==> config.mk <==
export PLATFORM = sky130hd
export DESIGN_NAME = tx_stream_unit_flat
export DESIGN_NICKNAME = d
export VERILOG_FILES = /design/src/rtl/tx_stream_unit_if.sv /design/src/rtl/tx_stream_unit.sv /design/src/flat_wrapper.sv
export SDC_FILE = /design/constraint.sdc
export NUM_CORES = 1
export LEC_CHECK = 0
export ABC_CLOCK_PERIOD_IN_PS = 5490
export CAP_MARGIN = 20
export CORE_MARGIN = 2
export CORE_UTILIZATION = 60
export DETAILED_ROUTE_END_ITERATION = 10
export DONT_BUFFER_PORTS = 1
export PLACE_DENSITY = 0.87
export RECOVER_POWER = 100
export SETUP_SLACK_MARGIN = 0.1
export SYNTH_ARGS = -nofsm -noshare
export SYNTH_HDL_FRONTEND = slang
export SYNTH_SLANG_ARGS = --single-unit
==> constraint.sdc <==
create_clock -name clk_in -period 5.49 [get_ports clk_in]
set_input_delay 0.8235 -clock clk_in [delete_from_list [all_inputs] [get_ports clk_in]]
set_output_delay 0.8235 -clock clk_in [all_outputs]
set_load 0.005 [all_outputs]
==> src/rtl/tx_stream_unit_if.sv <==
// rtl/tx_stream_unit_if.sv - host read port and show-ahead FIFO port of tx_stream_unit
interface tx_stream_unit_if #(
  parameter int DATA_W = 32
);
  logic              avs_read;
  logic [DATA_W-1:0] avs_readdata;
  logic              avs_waitrequest;
  logic [DATA_W-1:0] fifo_q;
  logic              fifo_empty;
  logic              fifo_pop;

  modport slave (
    input  avs_read, fifo_q, fifo_empty,
    output avs_readdata, avs_waitrequest, fifo_pop
  );

  modport master (
    output avs_read, fifo_q, fifo_empty,
    input  avs_readdata, avs_waitrequest, fifo_pop
  );
endinterface

==> src/rtl/tx_stream_unit.sv <==
// rtl/tx_stream_unit.sv - streams optional line-count header plus FIFO burst to an Avalon-MM read host
module tx_stream_unit #(
  parameter int DATA_W      = 32,
  parameter int CNT_W       = 8,
  parameter int WD_W        = 16,
  parameter int WAIT_STATES = 0,
  parameter int HDR_EN      = 1,
  parameter logic [DATA_W-1:0] WD_PATTERN = DATA_W'(32'hDEAD_0BAD)
) (
  input  logic             clk_in,
  input  logic             rst,
  input  logic             clear,
  input  logic             tx_en,
  input  logic [CNT_W-1:0] count_in,
  input  logic [WD_W-1:0]  wd_limit,
  tx_stream_unit_if.slave  bus,
  output logic             tx_busy,
  output logic             tx_done,
  output logic             wd_trigger
);

  localparam logic [2:0] WS_MAX = 3'(WAIT_STATES);

  typedef enum logic [1:0] {S_IDLE, S_HEADER, S_DATA, S_DONE} state_t;

  state_t            state, state_nxt;
  logic              tx_en_q;
  logic [CNT_W-1:0]  len, sent;
  logic [2:0]        ws_cnt;
  logic [WD_W-1:0]   wd_cnt;
  logic              en_rise, en_fall, ready, wd_fire, waitreq;
  logic              accept, word_accept, pop;
  logic [DATA_W-1:0] rdata;

  always_comb begin
    en_rise = tx_en & ~tx_en_q;
    en_fall = ~tx_en & tx_en_q;
    case (state)
      S_HEADER: ready = 1'b1;
      S_DATA:   ready = ~bus.fifo_empty;
      default:  ready = 1'b0;
    endcase
    ready       = ready & ~clear;
    wd_fire     = ~clear & bus.avs_read & (wd_limit != '0) & (wd_cnt == wd_limit);
    waitreq     = ~(bus.avs_read & ready & (ws_cnt == WS_MAX)) & ~wd_fire;
    accept      = bus.avs_read & ~waitreq;
    // a watchdog release completes the host read but never consumes a word
    word_accept = accept & ~wd_fire;
    pop         = word_accept & (state == S_DATA);
    if (wd_fire) begin
      rdata = WD_PATTERN;
    end else begin
      case (state)
        S_HEADER: rdata = DATA_W'(len);
        S_DATA:   rdata = bus.fifo_q;
        default:  rdata = '0;
      endcase
    end
  end

  always_comb begin
    state_nxt = state;
    if (wd_fire) begin
      state_nxt = S_IDLE;
    end else begin
      case (state)
        S_IDLE: begin
          if (en_rise) begin
            if (HDR_EN != 0)          state_nxt = S_HEADER;
            else if (count_in == '0)  state_nxt = S_DONE;
            else                      state_nxt = S_DATA;
          end
        end
        S_HEADER: begin
          if (en_fall)          state_nxt = S_IDLE;
          else if (word_accept) state_nxt = (len == '0) ? S_DONE : S_DATA;
        end
        S_DATA: begin
          if (en_fall)                                        state_nxt = S_IDLE;
          else if (word_accept && ((sent + 1'b1) == len))     state_nxt = S_DONE;
        end
        default: state_nxt = S_IDLE;
      endcase
    end
  end

  always_ff @(posedge clk_in or posedge rst) begin
    if (rst) begin
      state      <= S_IDLE;
      tx_en_q    <= 1'b0;
      len        <= '0;
      sent       <= '0;
      ws_cnt     <= '0;
      wd_cnt     <= '0;
      wd_trigger <= 1'b0;
    end else if (clear) begin
      state      <= S_IDLE;
      tx_en_q    <= 1'b0;
      len        <= '0;
      sent       <= '0;
      ws_cnt     <= '0;
      wd_cnt     <= '0;
      wd_trigger <= 1'b0;
    end else begin
      state   <= state_nxt;
      tx_en_q <= tx_en;
      if (state == S_IDLE && en_rise && !wd_fire) begin
        len  <= count_in;
        sent <= '0;
      end else if (pop) begin
        sent <= sent + 1'b1;
      end
      // wait-state counter saturates so a read stalled by an empty FIFO goes through at once
      if (!bus.avs_read || accept) ws_cnt <= '0;
      else if (ws_cnt != WS_MAX)   ws_cnt <= ws_cnt + 1'b1;
      if (!bus.avs_read || accept) wd_cnt <= '0;
      else if (waitreq)            wd_cnt <= wd_cnt + 1'b1;
      if (wd_fire) wd_trigger <= 1'b1;
    end
  end

  assign bus.avs_readdata    = rdata;
  assign bus.avs_waitrequest = waitreq;
  assign bus.fifo_pop        = pop;
  assign tx_busy             = (state != S_IDLE);
  assign tx_done             = (state == S_DONE);

endmodule

==> src/flat_wrapper.sv <==
// flat-port wrapper written by rule: the top's interface ports become plain ports
module tx_stream_unit_flat 
#(
  parameter int DATA_W      = 32,
  parameter int CNT_W       = 8,
  parameter int WD_W        = 16,
  parameter int WAIT_STATES = 0,
  parameter int HDR_EN      = 1,
  parameter logic [DATA_W-1:0] WD_PATTERN = DATA_W'(32'hDEAD_0BAD)
)
  (clk_in, rst, clear, tx_en, count_in, wd_limit, tx_busy, tx_done, wd_trigger, bus_avs_read, bus_fifo_q, bus_fifo_empty, bus_avs_readdata, bus_avs_waitrequest, bus_fifo_pop);
  tx_stream_unit_if #(.DATA_W(DATA_W)) bus_i ();
  input  logic clk_in;
  input  logic rst;
  input  logic clear;
  input  logic tx_en;
  input  logic [CNT_W-1:0] count_in;
  input  logic [WD_W-1:0] wd_limit;
  output logic tx_busy;
  output logic tx_done;
  output logic wd_trigger;
  input wire logic [$bits(bus_i.avs_read)-1:0] bus_avs_read;
  input wire logic [$bits(bus_i.fifo_q)-1:0] bus_fifo_q;
  input wire logic [$bits(bus_i.fifo_empty)-1:0] bus_fifo_empty;
  output wire logic [$bits(bus_i.avs_readdata)-1:0] bus_avs_readdata;
  output wire logic [$bits(bus_i.avs_waitrequest)-1:0] bus_avs_waitrequest;
  output wire logic [$bits(bus_i.fifo_pop)-1:0] bus_fifo_pop;
  assign bus_i.avs_read = bus_avs_read;
  assign bus_i.fifo_q = bus_fifo_q;
  assign bus_i.fifo_empty = bus_fifo_empty;
  assign bus_avs_readdata = bus_i.avs_readdata;
  assign bus_avs_waitrequest = bus_i.avs_waitrequest;
  assign bus_fifo_pop = bus_i.fifo_pop;
  tx_stream_unit #(.DATA_W(DATA_W), .CNT_W(CNT_W), .WD_W(WD_W), .WAIT_STATES(WAIT_STATES), .HDR_EN(HDR_EN), .WD_PATTERN(WD_PATTERN)) u_core (.clk_in(clk_in), .rst(rst), .clear(clear), .tx_en(tx_en), .count_in(count_in), .wd_limit(wd_limit), .bus(bus_i), .tx_busy(tx_busy), .tx_done(tx_done), .wd_trigger(wd_trigger));
endmodule
# ---- Word level (Yosys, flattened, before mapping)
# Index checks and enable logic that the tools add are counted.
dict set report classes {
  n_div 0
  n_lt_le_gt_ge 0
  add_sub_neg 3
  eq_ne 8
  reduce_logical 18
  multipliers 0
  bitwise_logic 19
  n_shift 0
  mux 26
}
# op count
set op_table {}
lappend op_table {{$pmux W32 S2} 1}
lappend op_table {{$mux W16} 3}
lappend op_table {{$mux W8} 5}
lappend op_table {{$mux W32} 1}
lappend op_table {{$add A16 B1 Y16 const B} 1}
lappend op_table {{$eq A16 B16 Y1} 1}
lappend op_table {{$reduce_bool A16 Y1} 1}
lappend op_table {{$mux W2} 7}
lappend op_table {{$and A1 B1 Y1} 12}
lappend op_table {{$reduce_bool A3 Y1} 4}
lappend op_table {{$mux W3} 3}
lappend op_table {{$add A8 B1 Y8 const B} 1}
lappend op_table {{$eq A8 B8 Y1} 1}
lappend op_table {{$logic_not A8 Y1} 1}
lappend op_table {{$not A1 Y1} 7}
lappend op_table {{$pmux W2 S3} 1}
lappend op_table {{$reduce_bool A2 Y1} 3}
lappend op_table {{$ne A5 B2 Y1 const B} 1}
lappend op_table {{$ne A5 B3 Y1 const B} 1}
lappend op_table {{$eq A2 B2 Y1 const B} 2}
lappend op_table {{$mux W1} 4}
lappend op_table {{$ne A4 B2 Y1 const B} 1}
lappend op_table {{$add A3 B1 Y3 const B} 1}
lappend op_table {{$logic_and A1 B1 Y1} 3}
lappend op_table {{7 further kinds} 8}
dict set report word_totals {
  in_bits 62
  regBits 39
  latchBits 0
  out_inout_bits 37
  romBits 0
  ram_bits 0
  elab_cells 81
  memories 0
}

# ---- Longest topological paths before layout
dict set report logic_depth {
  ltp_word 16
  mapped_depth 11
  ltp_nobuf 9
}

# ---- Worst setup path before layout
# Ideal clock, no wire load.
dict set report synth_path {
  path_kind {in2out}
  from {input port wd_limit[13]}
  to {output port bus_avs_readdata[16]}
  arrival_time_ps 2351
  path_slack_ps 2316
  stages 8
  t_required_ps 4667
  n_path_buf 3
  cell_sequence {xnor2_1 > nand4_1 > or4_1 > or2_1 > buf_6 > clkbuf_1 > clkbuf_1 > nand2_1}
}
dict set report synth_via {
  elab_chain_cells 4
  elab_cells_between_ends 5
  cone_classes {eq/ne (1); mux (1); bitwise (2); reduce/logical (1)}
}
# item line
set synth_rtl {}
lappend synth_rtl {{start: declaration} flat_wrapper.sv:18} ;# input logic [WD_W-1:0] wd_limit;
lappend synth_rtl {{$reduce_bool A16 Y1} tx_stream_unit.sv:44} ;# wd_fire = ~clear & bus.avs_read & (wd_limit != '0) & (wd_cnt == wd_limit);
lappend synth_rtl {{$and A1 B1 Y1} tx_stream_unit.sv:44}
lappend synth_rtl {{$and A1 B1 Y1 *} tx_stream_unit.sv:44}
lappend synth_rtl {{$mux W32 *} tx_stream_unit.sv:50} ;# if (wd_fire) begin
lappend synth_rtl {{end: declaration} flat_wrapper.sv:25} ;# output wire logic [$bits(bus_i.avs_readdata)-1:0] bus_avs_readdata;
# Every way passes the cells marked *; elsewhere a longest branch is shown, timed or not.

# ---- Worst setup path in the final report
dict set report layout_path {
  from {input port wd_limit[2]}
  to {output port bus_avs_readdata[1]}
}
# The elaborated chain is that of the path after synthesis.

==> qor.yml <==
run_status:
  status: "finished with violations"
  violations: "max-capacitance violations, max-slew violations"
setup_path:
  path_cells: "nor4_1, nand4_1, nand4_1, or2_0, clkbuf_1, nand2_1, nor2_1"
  critPathMostFrequentCell: "nand4_1"
  max_stage_delay_ps: 1140
  arrival_ps: 3090
  cpMaxStageDelayCell: "clkbuf_1"
  required_ps: 4670
  cp-end-kind: "primary output"
  critPathKind: "in2out"
  start_kind: "input pin"
  path_max_fanout: 44
global_route:
  grt_max_degree: 45
  grt_overflow: 0
  antenna_found_initial: 0
  grt_pass1_vias: 2258
  grt_pass1_wl_mm: 10.6
  grt_usage: 0.265
logic_synthesis:
  yosys_warnings: 0
  synthFlopType: "dfrtp_1"
  synthTopCellsByArea: "dfrtp_1 35%, xnor2_1 11%, nand2_1 6.3%"
  synthCells: 332
  ys_seq_elements: 39
  ys_seq_area_frac: 0.351
  yosys.area.top_type_share: 0.351
  synth_edf_count: 0
  synth_top_family_by_area: "simple AND/OR/NAND/NOR gates"
  synth_cell_types: 40
  yosys.area.top_type: "dfrtp_1"
  synth-async-reset-ratio: 1.00
  syn-num-nets: 402
  muxShareOfSynthArea: 0.0539
  synthAdderAreaFrac: 0.0360
  synth-compound-area-share: 0.0625
  synth_area_per_cell_um2: 8.39
  synthSimpleGateAreaFrac: 0.286
  synthesis.area_um2: 2780
  synth_xor_area_frac: 0.154
routing:
  drt-initial-drc-count: 190
  vias_per_cell: 6.24
  wl_met2_mm: 3.50
  dr_wl_met3_um: 430
  via_count: 2329
  drc: 0
  post_drt_wl_per_cell_um: 17.8
  top_layer_used: "met4"
  antenna_left: 0
  drt_pass1_iterations: 4
  wl_mm: 6.64
  drt-met1-wl_mm: 2.53
cts:
  cts_setup_buffers: 0
  postCtsHoldBufs: 0
  cts_resized: 0
  cts-root-buf: "clkbuf_8"
  numClockSinks: 39
  h-tree-depth: 2
  clk_latency_ps: 290
  cts_buffers: 5
  cts_max_path_buffers: 2
  clkTransAtPathRegs_ps: 70
  cts_tree: "yes"
sta:
  min_period_ps: 3920
  setup_violations: 0
  period_share: 0.713
  clock.fmax_ghz: 0.255
  slew_headroom: -0.399
  finalMaxSlewViolations: 85
  fin_setup_tns_ps: 0
  rsz0062_at_grt: "no"
  hold_viol_final: 0
  tightest_slew_ps: 2100
  finClkSkew_ps: 6.54
floorplanning:
  rows: 24
  start_util: 0.631
  core_um2: 4410
  die_w_um: 72.1
  fp.dieH_um: 72.1
  ioPinCount: 99
  fp.dieArea_um2: 5200
power:
  total_leakage_power_nw: 1.31
  p_per_area_nw_per_um2: 262
  p_total_mw: 0.743
  ir_drop_mv: 0.180
min_path:
  hp-class: "reg2reg"
cells_and_area:
  layout_commonest_cell: "nand2_1"
  drive_gt1_frac: 0.0312
  final_cell_mix: "48 x nand2_1, 42 x nor2_1, 39 x dfrtp_1, 34 x xnor2_1, 16 x nand3_1"
  finalNetCount: 390
  area_growth_pct: 1.93
  diodes: 0
placement:
  routabilityCongestion: 0.870
  dp_hpwl_mm: 4.95
  port_buffers: 0
flow_run:
  maxCapViolations: 2
-- registers in the layout (all words and copies together) (netlist names) --
register	flops
u_core.wd_cnt	16
u_core.wd_trigger	1
u_core.state	2
u_core.tx_en_q	1
u_core.ws_cnt	3
u_core.len	8
u_core.sent	8
-- area by class of cell --
| type | instances | area [um2] |
|---|---|---|
| well taps | 52 | 65.1 |
| fillers | 351 | 1580 |
| flip-flops and latches | 39 | 976 |
| inverters | 11 | 41.3 |
| clock buffers | 8 | 100 |
| multi-input cells | 260 | 1640 |
| repair buffers | 3 | 15.0 |
-- report_power, final --
part	internal (mW)	leakage, nW	total (mW)	switching (mW)
sequential	0.301	0.538	0.320	0.0189
clock	0.115	0.0515	0.212	0.0972
combinational	0.0791	0.725	0.211	0.132
total	0.494	1.31	0.743	0.248
-- critical path: cells and delay by family --
family                 cells  cell delay [ps]
AND/OR/NAND/NOR            6             1110
buffers and inverters      1             1140
-- Yosys cell counts (2+ instances only) --
library cell	n
o211ai_1	2
inv_1	11
xnor2_1	34
mux2i_1	15
nand2b_1	2
nor2b_1	4
nand3b_1	2
nand4_1	10
xor2_1	15
a22o_1	5
dfrtp_1	39
buf_6	4
and3_1	15
nor2_1	42
nor3b_1	5
nor4_1	5
ha_1	8
nand2_1	47
a211o_1	2
a22oi_1	3
a21oi_1	6
clkbuf_1	17
nor3_1	4
nand3_1	16
and2_1	2
o21ai_0	3
-- kinds of logic after synthesis --
logic type	Yosys count
xor gates and xnor gates	49
muxes	15
DFF	39
buffers and inverters	33
and+or+nand+nor	163
AOI/OAI and AO/OA	25
adders and majority gates	8
-- per-stage QoR --
stage | cell area, um2 | std cells | worst slack, ps | util | hold WS [ps]
floorplan | 2780 | 332 | 2320 | - | 479
global placement | 2760 | 365 | 2320 | 0.624 | 522
detailed placement | 2760 | 365 | 2260 | 0.624 | 536
CTS | 2860 | 373 | 2250 | 0.647 | 546
global route | 2840 | 373 | 1350 | 0.643 | 576
finish | 2840 | 373 | 1570 | 0.643 | 552
-- final timing paths --
path | slack [ps] | endpoint | startpoint | cells after the start
min in group asynchronous | 1190 | u_core.sent[4] | rst | 2
min | 550 | u_core.wd_cnt[0] | u_core.wd_cnt[0] | 1
max reg2reg | 2030 | u_core.sent[1] | u_core.wd_cnt[2] | 8
max in group asynchronous | 3110 | u_core.len[4] | rst | 2
min reg2reg | 550 | u_core.wd_cnt[0] | u_core.wd_cnt[0] | 1
max | 1570 | bus_avs_readdata[1] | wd_limit[2] | 7
-- layer usage --
metal	track usage	vias to the layer above
met5	0	-
met1	0.309	1121
met3	0.0625	18
li1	-	1087
met4	0.0985	0
met2	0.471	103
No activity file was read; power rests on OpenSTA's default activity.
